File: src/rtl/pipe_pkg.sv
// pipe_pkg: shared state encoding and control-vector bit positions for pipeline stage registers.
package pipe_pkg;

    typedef enum logic [1:0] {
        EMPTY = 2'd0,
        FULL  = 2'd1,
        SKID  = 2'd2
    } state_t;

    localparam int CTRL_HALT     = 0;
    localparam int CTRL_WREG_LSB = 1;
    localparam int CTRL_PCS      = 5;
    localparam int CTRL_MEMTOREG = 6;
    localparam int CTRL_REGWRITE = 7;

endpackage

File: src/rtl/pipe_slot.sv
// pipe_slot: one beat register (ctrl + data) with write-enable, synchronous clear and async active-low reset.
module pipe_slot #(
    parameter int W = 8
) (
    input  logic         clk,
    input  logic         rst,
    input  logic         i_we,
    input  logic         i_clr,
    input  logic [W-1:0] i_d,
    output logic [W-1:0] o_q
);

    logic [W-1:0] r_q;

    always_ff @(posedge clk or negedge rst)
        if (!rst)
            r_q <= '0;
        else if (i_clr)
            r_q <= '0;
        else if (i_we)
            r_q <= i_d;

    assign o_q = r_q;

endmodule

File: src/rtl/pipe_stage_skid.sv
// pipe_stage_skid: elastic pipeline register with one-entry skid buffer, flush, bubble gating and halt drain.
module pipe_stage_skid
    import pipe_pkg::*;
#(
    parameter int DATA_W         = 16,
    parameter int NDATA          = 3,
    parameter int CTRL_W         = 8,
    parameter int HALT_BIT       = CTRL_HALT,
    parameter int CLEAR_ON_FLUSH = 1
) (
    input  logic                    clk,
    input  logic                    rst,
    input  logic                    in_valid,
    output logic                    in_ready,
    input  logic [CTRL_W-1:0]       in_ctrl,
    input  logic [NDATA*DATA_W-1:0] in_data,
    output logic                    out_valid,
    input  logic                    out_ready,
    output logic [CTRL_W-1:0]       out_ctrl,
    output logic [NDATA*DATA_W-1:0] out_data,
    input  logic                    flush,
    output logic                    halted
);

    localparam int DW = NDATA * DATA_W;
    localparam int W  = CTRL_W + DW;

    state_t         r_state;
    logic           r_halt_seen;
    logic           w_skid_valid;
    logic           w_in_xfer;
    logic           w_main_we;
    logic           w_skid_we;
    logic           w_clr;
    logic [W-1:0]   w_main_d;
    logic [W-1:0]   w_main_q;
    logic [W-1:0]   w_skid_q;

    assign out_valid    = r_state != EMPTY;
    assign w_skid_valid = r_state == SKID;
    assign in_ready     = !w_skid_valid && !r_halt_seen;
    assign w_in_xfer    = in_valid && in_ready;
    assign w_clr        = flush && (CLEAR_ON_FLUSH != 0);

    // Main reloads from skid when draining, otherwise from the input when it is free or emptying.
    assign w_main_we = !flush && (w_skid_valid ? out_ready
                                               : w_in_xfer && (r_state == EMPTY || out_ready));
    assign w_skid_we = !flush && r_state == FULL && w_in_xfer && !out_ready;
    assign w_main_d  = w_skid_valid ? w_skid_q : {in_ctrl, in_data};

    pipe_slot #(.W(W)) u_main (
        .clk   (clk),
        .rst   (rst),
        .i_we  (w_main_we),
        .i_clr (w_clr),
        .i_d   (w_main_d),
        .o_q   (w_main_q)
    );

    pipe_slot #(.W(W)) u_skid (
        .clk   (clk),
        .rst   (rst),
        .i_we  (w_skid_we),
        .i_clr (w_clr),
        .i_d   ({in_ctrl, in_data}),
        .o_q   (w_skid_q)
    );

    // Gate control bits so an empty stage never asserts regWrite downstream.
    assign out_ctrl = w_main_q[W-1 -: CTRL_W] & {CTRL_W{out_valid}};
    assign out_data = w_main_q[DW-1:0];
    assign halted   = r_halt_seen && !out_valid && !w_skid_valid;

    always_ff @(posedge clk or negedge rst)
        if (!rst) begin
            r_state     <= EMPTY;
            r_halt_seen <= 1'b0;
        end else if (flush) begin
            r_state     <= EMPTY;
            r_halt_seen <= 1'b0;
        end else begin
            if (w_in_xfer && in_ctrl[HALT_BIT])
                r_halt_seen <= 1'b1;
            case (r_state)
                EMPTY:   if (w_in_xfer) r_state <= FULL;
                FULL:    if (w_in_xfer && !out_ready) r_state <= SKID;
                         else if (!w_in_xfer && out_ready) r_state <= EMPTY;
                SKID:    if (out_ready) r_state <= FULL;
                default: r_state <= EMPTY;
            endcase
        end

endmodule

File: config.mk
export PLATFORM = sky130hd
export DESIGN_NAME = pipe_stage_skid
export DESIGN_NICKNAME = d
export VERILOG_FILES = /design/src/rtl/pipe_pkg.sv /design/src/rtl/pipe_slot.sv /design/src/rtl/pipe_stage_skid.sv
export SDC_FILE = /design/constraint.sdc
export NUM_CORES = 1
export LEC_CHECK = 0
export BUFFER_PORTS_ARGS = -buffer_cell sky130_fd_sc_hd__buf_2
export CORE_AREA = 4 4 121 169
export DETAILED_ROUTE_END_ITERATION = 16
export DIE_AREA = 0 0 125 173
export GPL_TIMING_DRIVEN = 0
export PLACE_DENSITY_LB_ADDON = 0.15
export SETUP_SLACK_MARGIN = 0.15
export SLEW_MARGIN = 30
export SYNTH_ARGS = -nofsm -noshare
export SYNTH_HDL_FRONTEND = slang
export SYNTH_SLANG_ARGS = --single-unit
File: constraint.sdc
create_clock -name clk -period 1.55 [get_ports clk]
set_input_delay 0.3875 -clock clk [delete_from_list [all_inputs] [get_ports clk]]
set_output_delay 0.3875 -clock clk [all_outputs]
set_load 0.01 [all_outputs]
---- Word-level counts from Yosys, hierarchy flattened ----
Cells that the tools add are included.
word-level totals
  output and inout port bits .............. 59
  bits in registers ....................... 115
  latch bits .............................. 0
  bits of input ports ..................... 61
  memory bits (read-only) ................. 0
  memories ................................ 0
  word-level logic and storage cells ...... 49
  memory bits (writable) .................. 0
operators by class
  multipliers ............................. 0
  shift-type cells ........................ 0
  $add $sub $neg .......................... 0
  $lt $le $gt $ge ......................... 0
  mux-type cells .......................... 14
  eq/ne operators ......................... 5
  reduce and logical (&&, ||, !) cells .... 25
  bitwise operators ....................... 1
  div/mod/pow operators ................... 0
operators with widths
  cell                  number
  $mux W56              5
  $logic_and A1 B1 Y1   12
  $mux W2               5
  $and A8 B8 Y8         1
  $reduce_bool A2 Y1    4
  $logic_not A1 Y1      6
  $ne A3 B3 Y1 const B  2
  $pmux W2 S3           1
  $ne A4 B2 Y1 const B  1
  $mux W1               3
  $reduce_and A3 Y1     1
  $eq A2 B1 Y1 const B  1
  $eq A2 B2 Y1 const B  1
  $logic_not A2 Y1      1
  $logic_or A1 B1 Y1    1

---- Depth between registers and ports, before layout ----
  word-level depth ........................ 10
  gate-level depth with buffers ........... 7
  mapped depth without buffers ............ 4

---- Modules after synthesis ----
From an unflattened synthesis, not the netlist that was laid out.
unflattened totals
  cell total of the unflattened synthesis .. 456
  area total of the unflattened synthesis .. 5579.1 µm²
modules (own cells, without submodules)
  module           seq. area each (µm²)  times used  area each (µm²)  cells each
  pipe_slot        1401.3                2           2294.7           180
  pipe_stage_skid  75.1                  1           989.7            96

---- Worst setup path after synthesis ----
Ideal clock, no wire load.
  kind .................................... register -> register
  from .................................... reg r_state[1]
  to ...................................... reg u_main.r_q[55] (netlist: u_main.o_q[55])
  setup slack ............................. -79 ps
  stages on the path, launching flop included .. 8
  setup time .............................. 150 ps
  clock period less this slack ............ 1629 ps
  required time ........................... 1400 ps
  data arrival time ....................... 1479 ps
  cell sequence ........................... dfrtp_1 > nor2b_1 > buf_2 > a211o_1 > buf_4 > buf_4 > nor2_1 > a211oi_2
between the ends
  word-level cells in the longest chain between the ends .. 8
  elaborated cells on any way between the ends .. 13
ends and longest elaborated chain
  element                              RTL line               source
  start: declaration                   pipe_stage_skid.sv:28  state_t r_state;
  start signal: assignment             pipe_stage_skid.sv:76  r_state <= EMPTY;
  start signal: assignment             pipe_stage_skid.sv:79  r_state <= EMPTY;
  start signal: assignment             pipe_stage_skid.sv:85  EMPTY: if (w_in_xfer) r_state <= FULL;
  $eq A2 B2 Y1                         pipe_stage_skid.sv:40  assign w_skid_valid = r_state == SKID;
  $logic_not A1 Y1                     pipe_stage_skid.sv:41  assign in_ready = !w_skid_valid && !r_halt_seen;
  $logic_and A1 B1 Y1                  pipe_stage_skid.sv:41
  $logic_and A1 B1 Y1                  pipe_stage_skid.sv:42  assign w_in_xfer = in_valid && in_ready;
  $logic_and A1 B1 Y1                  pipe_stage_skid.sv:47  : w_in_xfer && (r_state == EMPTY || out_ready));
  $mux W1                              pipe_stage_skid.sv:46  assign w_main_we = !flush && (w_skid_valid ? out_ready
  $logic_and A1 B1 Y1                  pipe_stage_skid.sv:46
  $reduce_bool A2 Y1 (no source line)  n/a
  end signal: assignment               pipe_slot.sv:21        r_q <= i_d;
  end: declaration                     pipe_slot.sv:13        logic [W-1:0] r_q;
Several ways; a longest one is shown, not always the timed one. The select of a mux whose other input is x is not followed.
A chain may end at the register's enable or synchronous reset.

---- Worst setup path after layout ----
  from .................................... reg r_state[1]
  to ...................................... out in_ready
between the ends
  word-level cells in the longest chain between the ends .. 3
ends and longest elaborated chain
  element              RTL line               source
  $eq A2 B2 Y1         pipe_stage_skid.sv:40
  $logic_not A1 Y1     pipe_stage_skid.sv:41
  $logic_and A1 B1 Y1  pipe_stage_skid.sv:41
  end: declaration     pipe_stage_skid.sv:14  output logic in_ready,
No other way between the ends.

==> metrics.cfg <==
[logic_synthesis]
synth_seq_area_share_pct = 51.64
ys_ff_latch = 115
synth_cells = 457
synth_top_cell_by_area = dfrtp_1
synth_commonest_cells = dfrtp_1, nor2_1, mux2i_1, a22o_1, buf_4
async_flop_share_pct = 100.0
yosysUniqueCellTypes = 24
synth_area_leaders = dfrtp_1, a211oi_2, mux2i_1
synth_edf_count = 0
yosys.cell_count.top_type = dfrtp_1
syn_area_um2 = 5573
synth_fp_nets = 518
syn_area_per_cell_um2 = 12.19
synth-main-ff-cell = dfrtp_1
synth-warning-count = 0
synth_top_area_share_pct = 51.64

[floorplanning]
rows = 60
core_area_um2 = 19070
dieArea_um2 = 21630
die_h_um = 173
fp.dieW_um = 125
initial_utilization_pct = 29.23
io_pins = 120

[timing]
slew_viol_final = 0
rsz0062_at_grt = yes
slew_headroom_pct = 47.26
setup_tns_ns = -15.62
fmax_ghz = 0.5453
worstMarginPinSlew_ns = 0.7911
setup_ws_ns = -0.2838
skew_ns = 0.008516
fin_crit_ns = 1.834
fin_crit_sh_pct = 118.3
finalHoldViolations = 0
setup_viol = 93

[critical_path]
startpoint_type = flop
crit_path_cell_trace = nor2b_1 -> buf_4 -> buf_12 -> nor2_4 -> buf_6
crit_fanout = 4
crit_slowest_cell = dfrtp_2
path_class = reg2out
critical_path_arrival_ns = 1.45
cp_num_buf_inv = 3
critPathTopFamily = flip-flops
cp.required_ns = 1.16
cp-startpoint = r_state[1]
r2r-start = r_state[1]
setup.worst_path.end_class = primary output
critPathMaxStageDelay_ns = 0.43
r2r_slack_ns = -0.26

[power]
p_total_mw = 9.786
ir_drop_mv = 0.7496
power_density_nw_per_um2 = 1049
leakage_nw = 4.263

[cts]
clk_pin_slew_worst_paths_ns = 0.05
cts_sinks = 115
htree_num_levels = 4
numCtsBuffers = 17
root_buffer = clkbuf_16
clk_latency_ns = 0.41
cts_tree = yes
clockBufferDepth = 2

[layout]
antenna_cells = 0
ff_latch_area_um2 = 2882
syn2layout_area_growth_pct = 67.33
multi_input_area_um2 = 2477
num-nets-final = 754
post-route-util_pct = 48.90
drive_gt1_share_pct = 62.78
fillers = 1734

[drt]
wl_per_cell_um = 17.84
drc_errors = 0
antenna_left = 0
wirelength_um = 16980
num_vias = 4469
vias_per_cell = 4.694
firstDrtPassIters = 4
drt-initial-drc-count = 179

[outcome]
violations = setup timing
status = complete, but fails checks

[hold_path]
min_from = in_data[43]
hp-class = in2reg

[grt]
grt_max_degree = 59
gr-total-overflow = 0
grt_pass1_wl_um = 26960
grt_pass1_vias = 4972
antenna_found_initial = 0
track_usage_pct = 15.71

[placed_design]
dpl.hpwl_um = 10380
place_congestion = 0.7380
place_ws_ns = -0.3753
portBuffers = 118

[run]
max-cap-violations = 0

layout make-up:
type,instances,share of cell area (%)
Sequential cell,115,30.90
Inverter,1,0.06709
Tap cell,248,3.328
Clock inverter,5,0.8050
Buffer,86,11.75
Timing Repair Buffer,217,21.27
Multi-Input combinational cell,255,26.57
Clock buffer,25,5.313
metrics by stage:
stage	cell area [um^2]	cells	hold slack [ns]
after detailed placement	6636	824	0.3617
after global routing	9325	952	0.2021
after floorplan	5695	457	0.09191
final	9325	952	0.2090
after CTS	8836	926	0.1930
after global placement	6596	823	0.4872
cells by family (layout without fill, tap and decap cells):
family          after synthesis  count (layout)  synth area share [%]
buf+inv                      87             334                 10.46
mux                          57              57                 10.24
simple gates                 82              82                 6.354
flops                       115             115                 51.64
compound gates              116             116                 21.31
timing repair:
| item | 4_1_cts | 5_1_grt |
|---|---|---|
| buffers inserted | 60 | 22 |
| hold buffers | 1 | 0 |
| pin swaps | 32 | 6 |
| cloned | 11 | 4 |
| endpoints found under the setup margin | 174 | 174 |
| resized for setup | 203 | 62 |
| hold endpoints to repair | 57 | 0 |
path summary, 6_finish.rpt:
check | endpoint | cells past startpoint
min | u_skid.o_q[43] | 2
max in group asynchronous | u_skid.o_q[35] | 3
min in group asynchronous | u_skid.o_q[7] | 2
min reg2reg | u_skid.o_q[35] | 1
max reg2reg | u_main.o_q[8] | 7
max | in_ready | 5
power by group:
group	internal, mW	leakage [nW]	switching, mW
Sequential	3.21	1.54	0.149
Combinational	1.51	2.44	1.09
Clock	2.51	0.283	1.32
placed cells by master (no fill, tap or decap), types with 2 or more instances in the layout:
| master | n |
|---|---|
| a211oi_2 | 56 |
| a22o_1 | 56 |
| buf_12 | 12 |
| buf_16 | 6 |
| buf_2 | 66 |
| buf_4 | 72 |
| buf_6 | 117 |
| buf_8 | 8 |
| bufinv_16 | 2 |
| clkbuf_1 | 8 |
| clkbuf_16 | 28 |
| clkbuf_2 | 2 |
| clkbuf_8 | 8 |
| clkinv_2 | 3 |
| dfrtp_1 | 112 |
| dfrtp_2 | 3 |
| mux2i_1 | 57 |
| nand2b_1 | 2 |
| nor2_1 | 15 |
| nor2_2 | 22 |
| nor2_4 | 27 |
| nor2b_1 | 6 |
| nor2b_4 | 3 |
per-layer routing:
metal  up-vias  GRT usage (%)  wire [um]
met5         -              0          0
met4         0          6.148        395
met3        27          3.739        639
met2       111          27.00       8882
met1      2245          18.94       7067
li1       2086              -          -
worst register-to-register path, delay by kind of cell (launching register included):
kind	cells	cell delay, ns
compound gates	2	0.58
buf+inv	4	0.58
flops	1	0.43
simple gates	1	0.14
state kept, by name, indices dropped and copies added, names as in the netlist:
signal / cells
u_skid.o_q: 56
r_halt_seen: 1
u_main.o_q: 56
r_state: 2
Power figures use the tool's default switching activity.
